### src/rtl/ex_mdu.sv
// Iterative multiply/divide unit owning the HI/LO registers (MULT/MULTU/DIV/DIVU/MTHI/MTLO).
// Optional MDU_FAST_MUL_EN: single-cycle multiplier in FIX, skipping the iterative MUL phase.
module ex_mdu #(
  parameter int unsigned WIDTH = 32
) (
  input  logic             clk,
  input  logic             rst_n,
  input  logic             start,
  input  logic [2:0]       op,
  input  logic [WIDTH-1:0] src_a,
  input  logic [WIDTH-1:0] src_b,
  input  logic             cancel,
  output logic             busy,
  output logic             done,
  output logic [WIDTH-1:0] hi,
  output logic [WIDTH-1:0] lo
);

  localparam logic [1:0] ST_IDLE = 2'd0;
  localparam logic [1:0] ST_MUL  = 2'd1;
  localparam logic [1:0] ST_DIV  = 2'd2;
  localparam logic [1:0] ST_FIX  = 2'd3;

  localparam logic [2:0] OP_MULT  = 3'd0;
  localparam logic [2:0] OP_MULTU = 3'd1;
  localparam logic [2:0] OP_DIV   = 3'd2;
  localparam logic [2:0] OP_DIVU  = 3'd3;
  localparam logic [2:0] OP_MTHI  = 3'd4;
  localparam logic [2:0] OP_MTLO  = 3'd5;

  localparam int unsigned CW = $clog2(WIDTH);
  localparam logic [CW-1:0] LAST = CW'(WIDTH - 1);

  logic [1:0]         state;
  logic [CW-1:0]      count;
  logic [WIDTH-1:0]   opnd;
  logic [2*WIDTH-1:0] acc;
  logic [WIDTH-1:0]   raw_a;
  logic               neg_lo;
  logic               neg_hi;
  logic               is_div;
  logic               div_zero;

  // Launch-time sign handling and magnitude conversion
  logic             signed_op;
  logic             sign_a;
  logic             sign_b;
  logic [WIDTH-1:0] mag_a;
  logic [WIDTH-1:0] mag_b;

  always_comb begin
    signed_op = (op == OP_MULT) || (op == OP_DIV);
    sign_a    = signed_op & src_a[WIDTH-1];
    sign_b    = signed_op & src_b[WIDTH-1];
    mag_a     = sign_a ? -src_a : src_a;
    mag_b     = sign_b ? -src_b : src_b;
  end

  // acc holds {partial product, remaining multiplier bits}; opnd is the multiplicand
  logic [WIDTH:0]     mul_sum;
  logic [2*WIDTH-1:0] mul_next;

  always_comb begin
    mul_sum  = {1'b0, acc[2*WIDTH-1:WIDTH]} + (acc[0] ? {1'b0, opnd} : '0);
    mul_next = {mul_sum, acc[WIDTH-1:1]};
  end

  // acc holds {partial remainder, dividend bits shifting into quotient}; opnd is the divisor
  logic [WIDTH:0]     div_shift;
  logic [WIDTH:0]     div_diff;
  logic               div_fits;
  logic [2*WIDTH-1:0] div_next;

  always_comb begin
    div_shift = {acc[2*WIDTH-1:WIDTH], acc[WIDTH-1]};
    div_fits  = div_shift >= {1'b0, opnd};
    div_diff  = div_shift - {1'b0, opnd};
    if (div_fits)
      div_next = {div_diff[WIDTH-1:0], acc[WIDTH-2:0], 1'b1};
    else
      div_next = {div_shift[WIDTH-1:0], acc[WIDTH-2:0], 1'b0};
  end

  // Sign fix-up and result selection for the commit edge
  logic [2*WIDTH-1:0] prod;
  logic [2*WIDTH-1:0] prod_fix;
  logic [WIDTH-1:0]   quo_fix;
  logic [WIDTH-1:0]   rem_fix;
  logic [WIDTH-1:0]   fix_hi;
  logic [WIDTH-1:0]   fix_lo;

  always_comb begin
`ifdef MDU_FAST_MUL_EN
    prod = {{WIDTH{1'b0}}, opnd} * {{WIDTH{1'b0}}, acc[WIDTH-1:0]};
`else
    prod = acc;
`endif
    prod_fix = neg_lo ? -prod : prod;
    quo_fix  = neg_lo ? -acc[WIDTH-1:0] : acc[WIDTH-1:0];
    rem_fix  = neg_hi ? -acc[2*WIDTH-1:WIDTH] : acc[2*WIDTH-1:WIDTH];
    if (!is_div) begin
      fix_hi = prod_fix[2*WIDTH-1:WIDTH];
      fix_lo = prod_fix[WIDTH-1:0];
    end else if (div_zero) begin
      fix_hi = raw_a;
      fix_lo = '1;
    end else begin
      fix_hi = rem_fix;
      fix_lo = quo_fix;
    end
  end

  assign busy = (state != ST_IDLE);

  always_ff @(posedge clk or negedge rst_n) begin
    if (!rst_n) begin
      state    <= ST_IDLE;
      count    <= '0;
      opnd     <= '0;
      acc      <= '0;
      raw_a    <= '0;
      neg_lo   <= 1'b0;
      neg_hi   <= 1'b0;
      is_div   <= 1'b0;
      div_zero <= 1'b0;
      done     <= 1'b0;
      hi       <= '0;
      lo       <= '0;
    end else begin
      done <= 1'b0;
      case (state)
        ST_IDLE: begin
          if (start && !cancel) begin
            case (op)
              OP_MULT, OP_MULTU: begin
                opnd     <= mag_a;
                acc      <= {{WIDTH{1'b0}}, mag_b};
                raw_a    <= src_a;
                neg_lo   <= sign_a ^ sign_b;
                neg_hi   <= sign_a ^ sign_b;
                is_div   <= 1'b0;
                div_zero <= 1'b0;
                count    <= '0;
`ifdef MDU_FAST_MUL_EN
                state    <= ST_FIX;
`else
                state    <= ST_MUL;
`endif
              end
              OP_DIV, OP_DIVU: begin
                opnd     <= mag_b;
                acc      <= {{WIDTH{1'b0}}, mag_a};
                raw_a    <= src_a;
                neg_lo   <= sign_a ^ sign_b;
                neg_hi   <= sign_a;
                is_div   <= 1'b1;
                div_zero <= (src_b == '0);
                count    <= '0;
                state    <= ST_DIV;
              end
              OP_MTHI: hi <= src_a;
              OP_MTLO: lo <= src_a;
              default: ;
            endcase
          end
        end
        ST_MUL: begin
          if (cancel) begin
            state <= ST_IDLE;
          end else begin
            acc   <= mul_next;
            count <= count + 1'b1;
            if (count == LAST) state <= ST_FIX;
          end
        end
        ST_DIV: begin
          if (cancel) begin
            state <= ST_IDLE;
          end else begin
            acc   <= div_next;
            count <= count + 1'b1;
            if (count == LAST) state <= ST_FIX;
          end
        end
        default: begin
          state <= ST_IDLE;
          if (!cancel) begin
            hi   <= fix_hi;
            lo   <= fix_lo;
            done <= 1'b1;
          end
        end
      endcase
    end
  end

endmodule

### config.mk
export PLATFORM = sky130hd
export DESIGN_NAME = ex_mdu
export DESIGN_NICKNAME = d
export VERILOG_FILES = /design/src/rtl/ex_mdu.sv
export SDC_FILE = /design/constraint.sdc
export NUM_CORES = 1
export LEC_CHECK = 0
export ABC_AREA = 1
export CAP_MARGIN = 20
export CORE_UTILIZATION = 30
export CTS_CLUSTER_DIAMETER = 120
export CTS_CLUSTER_SIZE = 10
export DETAILED_ROUTE_END_ITERATION = 8
export PLACE_DENSITY_LB_ADDON = 0.08
export SLEW_MARGIN = 0
export SYNTH_ARGS = -nofsm -noshare
export SYNTH_HDL_FRONTEND = slang
export SYNTH_SLANG_ARGS = --single-unit
export TNS_END_PERCENT = 50
### constraint.sdc
create_clock -name clk -period 2.35 [get_ports clk]
set_input_delay 0.3525 -clock clk [delete_from_list [all_inputs] [get_ports clk]]
set_output_delay 0.3525 -clock clk [all_outputs]
set_load 0.05 [all_outputs]
After elaboration in Yosys (flattened, before gate mapping)
Index checks and enable logic that the tools add are counted.
{ "word_totals": {"ff_bits": 204, "input_bits": 71} }
{ "op_classes": {"n_addsub": 8, "mux": 39, "n_eq_ne": 18, "order_cmp": 1, "bitwise": 4, "reduce_logical": 22} }
{ "ops": {"columns": ["operator", "count"], "rows": [
  ["$mux 32", 15],
  ["$mux 64", 5],
  ["$pmux 32 s2", 3],
  ["$pmux 64 s3", 1],
  ["$neg 32->32", 4],
  ["$pmux 64 s2", 1],
  ["$neg 64->64", 1],
  ["$add 32x32->33", 1],
  ["$ge 33x32->1", 1],
  ["$logic_not 32->1", 1],
  ["$sub 32x32->32", 1],
  ["$mux 5", 3],
  ["$reduce_and 4->1", 3],
  ["$ne 2x2->1 const B", 5],
  ["$pmux 5 s2", 1],
  ["$reduce_and 3->1", 3],
  ["$pmux 2 s2", 2],
  ["$eq 3x2->1 const B", 2],
  ["$eq 3x3->1 const B", 2],
  ["$mux 2", 3],
  ["$ne 2x1->1 const B", 3],
  ["$ne 3x1->1 const B", 2],
  ["$pmux 1 s2", 3],
  ["$reduce_bool 2->1", 3],
  ["19 further kinds", 23]
]} }

Logic depth before layout (Yosys ltp)
{ "depth": {"depth_word": 7, "mapped_depth": 20, "mapped_depth_nobuf": 18} }

Least setup slack after synthesis
Ideal clock, no wire load.
{ "synth_timing": {"kind": "register to register", "from": "register acc[0]", "to": "register acc[63]", "t_arrival_ns": 2.378, "period_less_slack_ns": 2.495, "setup_slack_ns": -0.145, "path_stages_with_launch": 20, "path_buffers": 2, "setup_time_ns": 0.117, "cell_sequence": "dfrtp_1 > buf_2 > clkbuf_1 > nand2_1 > inv_1 > ha_1 > fa_1 > nand2_1 > nand3_1 > and2_1 > a21oi_1 > inv_1 > nand2_1 > nand3_1 > nand2_1 > nand2_1 > nand2_1 > nand2_1 > nand2_1 > nand2_1"} }
{ "synth_between": {"elab_chain_cells": 4} }
{ "synth_rtl": {"columns": ["element", "line_no", "rtl"], "rows": [
  ["from (decl)", "37", "logic [2*WIDTH-1:0] acc;"],
  ["from (signal assigned)", "137", "acc <= {{WIDTH{1'b0}}, mag_b};"],
  ["from (signal assigned)", "152", "acc <= {{WIDTH{1'b0}}, mag_a};"],
  ["from (signal assigned)", "171", "acc <= mul_next;"],
  ["$mux 32", "64", "mul_sum = {1'b0, acc[2*WIDTH-1:WIDTH]} + (acc[0] ? {1'b0, opnd} : '0);"],
  ["$add 32x32->33", "64", null],
  ["$mux 64", "168", "if (cancel) begin"],
  ["$pmux 64 s3", "131", "case (state)"]
]} }
Every way passes these cells. The select of a mux whose other input is x is not followed.
A chain may end at the register's enable or synchronous reset.

Final worst setup path
{ "layout_timing": {"from": "register acc[0]", "to": "register acc[61]"} }
The elaborated chain is that of the path after synthesis.

==> reports/qor.yml <==
sta:
  timing.fmax_mhz: 399
  setup_viol: 27
  finalCritPeriodShare_pct: 107
  rsz0062_at_grt: "yes"
  worst-slew-pin-transition_ns: 0.762
  tns_ns: -1.14
  slew_headroom_pct: 48.7
  finClkSkew_ns: 0.0183
  finalHoldViolCount: 0
  period_needed_ns: 2.51
  drv_slew: 0
  setup_slack_ns: -0.158
pwr:
  vdd_drop_max_uv: 1420
  p_leak_uw: 0.0152
  power.density_nw_per_um2: 1500
floorplan:
  coreArea_um2: 66200
  io_pins: 137
  fp.dieArea_um2: 68400
  chipWidth_um: 261
  initial_core_util_pct: 30.5
  dieHeight_um: 261
  core.rowCount: 94
yosys:
  synth_edf_count: 0
  yosys_warnings: 0
  synth_xor_area_share_pct: 2.99
  synthCells: 3428
  synth.net_count: 3575
  synth_top_area_cell: "dfrtp_1"
  synth_area_leaders: "dfrtp_1 (25%), nand2_1 (21%), nand3_1 (7.7%), inv_1 (7.6%), nor2_1 (7.1%)"
  synth_compound_area_share_pct: 16.2
  seq_area_frac_synth_pct: 25.3
  ys_types: 52
  synthesis.area_um2: 20200
  synth_mux_area_share_pct: 0
  synth_top_family_by_area: "simple AND/OR/NAND/NOR gates"
  synthFlopType: "dfrtp_1"
  ys_seq_elements: 204
  syn_avg_cell_area_um2: 5.89
  post-synth-top-area-fraction_pct: 25.3
  synthAdderAreaFrac_pct: 4.78
  ys_async_sr_fraction_pct: 100
  synthSimpleGateAreaFrac_pct: 40.0
detailed_routing:
  vias: 25700
  wire_per_inst_um: 22.1
  drt_iter0_drc: 2541
  postRouteAntennaNets: 0
  drcViolationCount: 0
  wirelength_mm: 110
  dr.pass1.iters: 6
  vias_per_cell: 5.15
run_status:
  outcome: "complete, but fails checks"
  violations: "setup timing"
global_routing:
  antenna_found_initial: 3
  grt_first_pass_wirelength_mm: 159
  overflow: 0
  track_usage_pct: 31.5
  grt_max_degree: 73
  grt_pass1_vias: 24300
layout:
  n_fill_cell: 7105
  fin_area_um2: 30100
  num-nets-final: 4266
  drive_above_1_share_pct: 27.1
  area_growth_pct: 48.9
  final_cell_mix: "nand2_1 (1005), buf_4 (604), inv_1 (374), nor2_1 (327), nand3_1 (265)"
  layout_commonest_cell: "nand2_1"
  regArea_um2: 5120
  multi_input_area_um2: 14800
cts:
  cts_tree: "yes"
  cts_max_path_buffers: 3
  clock_latency_ns: 0.56
  cts_sinks: 204
  cts_made_buffers: 24
  cts.clk_slew.worst_paths_ns: 0.06
  htree_levels: 1
  root_buffer: "clkbuf_16"
flow_run:
  cap_viol_max_count: 0
critical_path:
  required_ns: 2.79
  cp.arrival_ns: 2.95
  path_class: "flip-flop to flip-flop"
  start_kind: "flip-flop"
  crit_fanout: 7
  end_kind: "flip-flop"
placement:
  place.gp.congestion: 0.991
  placed_cell_area_um2: 27100
  portBuffers: 136
  hpwl_mm: 89.8
  place_ws_ns: -0.399
min_path:
  hold_path_class: "input pin to async pin"
==> path summary, 6_finish.rpt <==
| path | slack (ns) | cells past startpoint | endpoint | from |
|---|---|---|---|---|
| worst min-delay path | 0.36 | 2 | acc[58]$_DFFE_PN0P_ | rst_n |
| worst max register to register | -0.16 | 15 | acc[61]$_DFFE_PN0P_ | acc[0]$_DFFE_PN0P_ |
| worst min register to register | 0.49 | 2 | raw_a[11]$_DFFE_PN0P_ | raw_a[11]$_DFFE_PN0P_ |
| max in group asynchronous | 1.29 | 3 | acc[32]$_DFFE_PN0P_ | rst_n |
| worst max-delay path | -0.16 | 15 | acc[61]$_DFFE_PN0P_ | acc[0]$_DFFE_PN0P_ |
| min in group clk | 0.46 | 3 | done$_DFF_PN0_ | cancel |
==> area by class of cell <==
class / count / area share, %
Antenna cell: 1 / 0.00832
Clock buffer: 27 / 2.11
Clock inverter: 1 / 0.0250
Inverter: 427 / 5.40
Multi-Input combinational cell: 2671 / 49.2
Sequential cell: 204 / 17.0
Tap cell: 864 / 3.60
Timing Repair Buffer: 791 / 22.6
==> synth_stat cells (3+ instances only) <==
master	n
nand2_1	1111
inv_1	410
nor2_1	382
nand3_1	312
a21oi_1	218
dfrtp_1	204
o21ai_0	183
clkbuf_1	74
ha_1	74
xor2_1	50
nand4_1	42
o211ai_1	37
buf_2	35
o22ai_1	33
nor3_1	30
o21ai_1	21
o221ai_1	19
xnor2_1	19
o21bai_1	17
nand3b_1	15
inv_2	13
a22oi_1	12
a31oi_1	12
buf_1	12
nor2_2	12
nand2_2	11
o21a_1	9
o31ai_1	9
and2_1	6
a21o_1	5
nor4_1	5
clkinv_1	4
or2_2	4
nor2_4	3
or2_1	3
==> sequential cells by signal (all words and copies together), names as in the netlist <==
| name | cells |
|---|---|
| acc | 64 |
| count | 5 |
| div_zero | 1 |
| done | 1 |
| hi | 32 |
| is_div | 1 |
| lo | 32 |
| neg_hi | 1 |
| neg_lo | 1 |
| opnd | 32 |
| raw_a | 32 |
| state | 2 |
==> stage by stage <==
stage                     total power, uW  hold WS (ns)  util [%]  instances
final                               45000         0.360      45.4       4986
after global routing                48000         0.410      45.4       4986
after CTS                           42500         0.377      43.6       4963
after detailed placement            37200         0.362      40.9       4920
after global placement              37200         0.363      40.9       4920
after floorplan                     22900        0.0569         -       3428
==> logic make-up after synthesis <==
logic type               after synthesis
AO/OA/AOI/OAI                        581
adder cells (fa/ha/maj)               76
XOR/XNOR                              69
buffers and inverters                553
flip-flops                           204
AND/OR/NAND/NOR                     1945
==> metal layers <==
layer / routed length, um / vias up / track usage [%]
met5: 14 / - / 0
met4: 3630 / 2 / 9.85
met3: 6950 / 146 / 4.45
met2: 50900 / 850 / 51.7
met1: 48500 / 12200 / 42.6
li1: - / 12500 / -
==> where the power goes <==
group / switching [uW] / internal [uW]
Clock: 1600 / 1870
Combinational: 21200 / 13600
Sequential: 1580 / 5140
Total: 24400 / 20600
==> worst max-delay path: stages (launching register included) <==
cell and delay [ns]:
dfrtp_2 0.49, bufbuf_16 0.31, nand2_4 0.09, inv_1 0.08
ha_4 0.28, nand2_1 0.07, nor2_2 0.13, nand2_1 0.10
nor4_2 0.31, nand2_1 0.14, nand2_1 0.09, nand2_1 0.06
nand3_2 0.07, nand2_1 0.06, nand2_1 0.05, nand2_1 0.05
==> what timing repair did <==
item,CTS,global route
gates resized for setup,250,260
hold buffers,1,0
setup endpoints to repair,71,76
pin swaps,43,43
endpoints found under the hold margin,58,0
setup buffers,13,18
gates cloned,2,4
No activity file was read; power rests on OpenSTA's default activity.
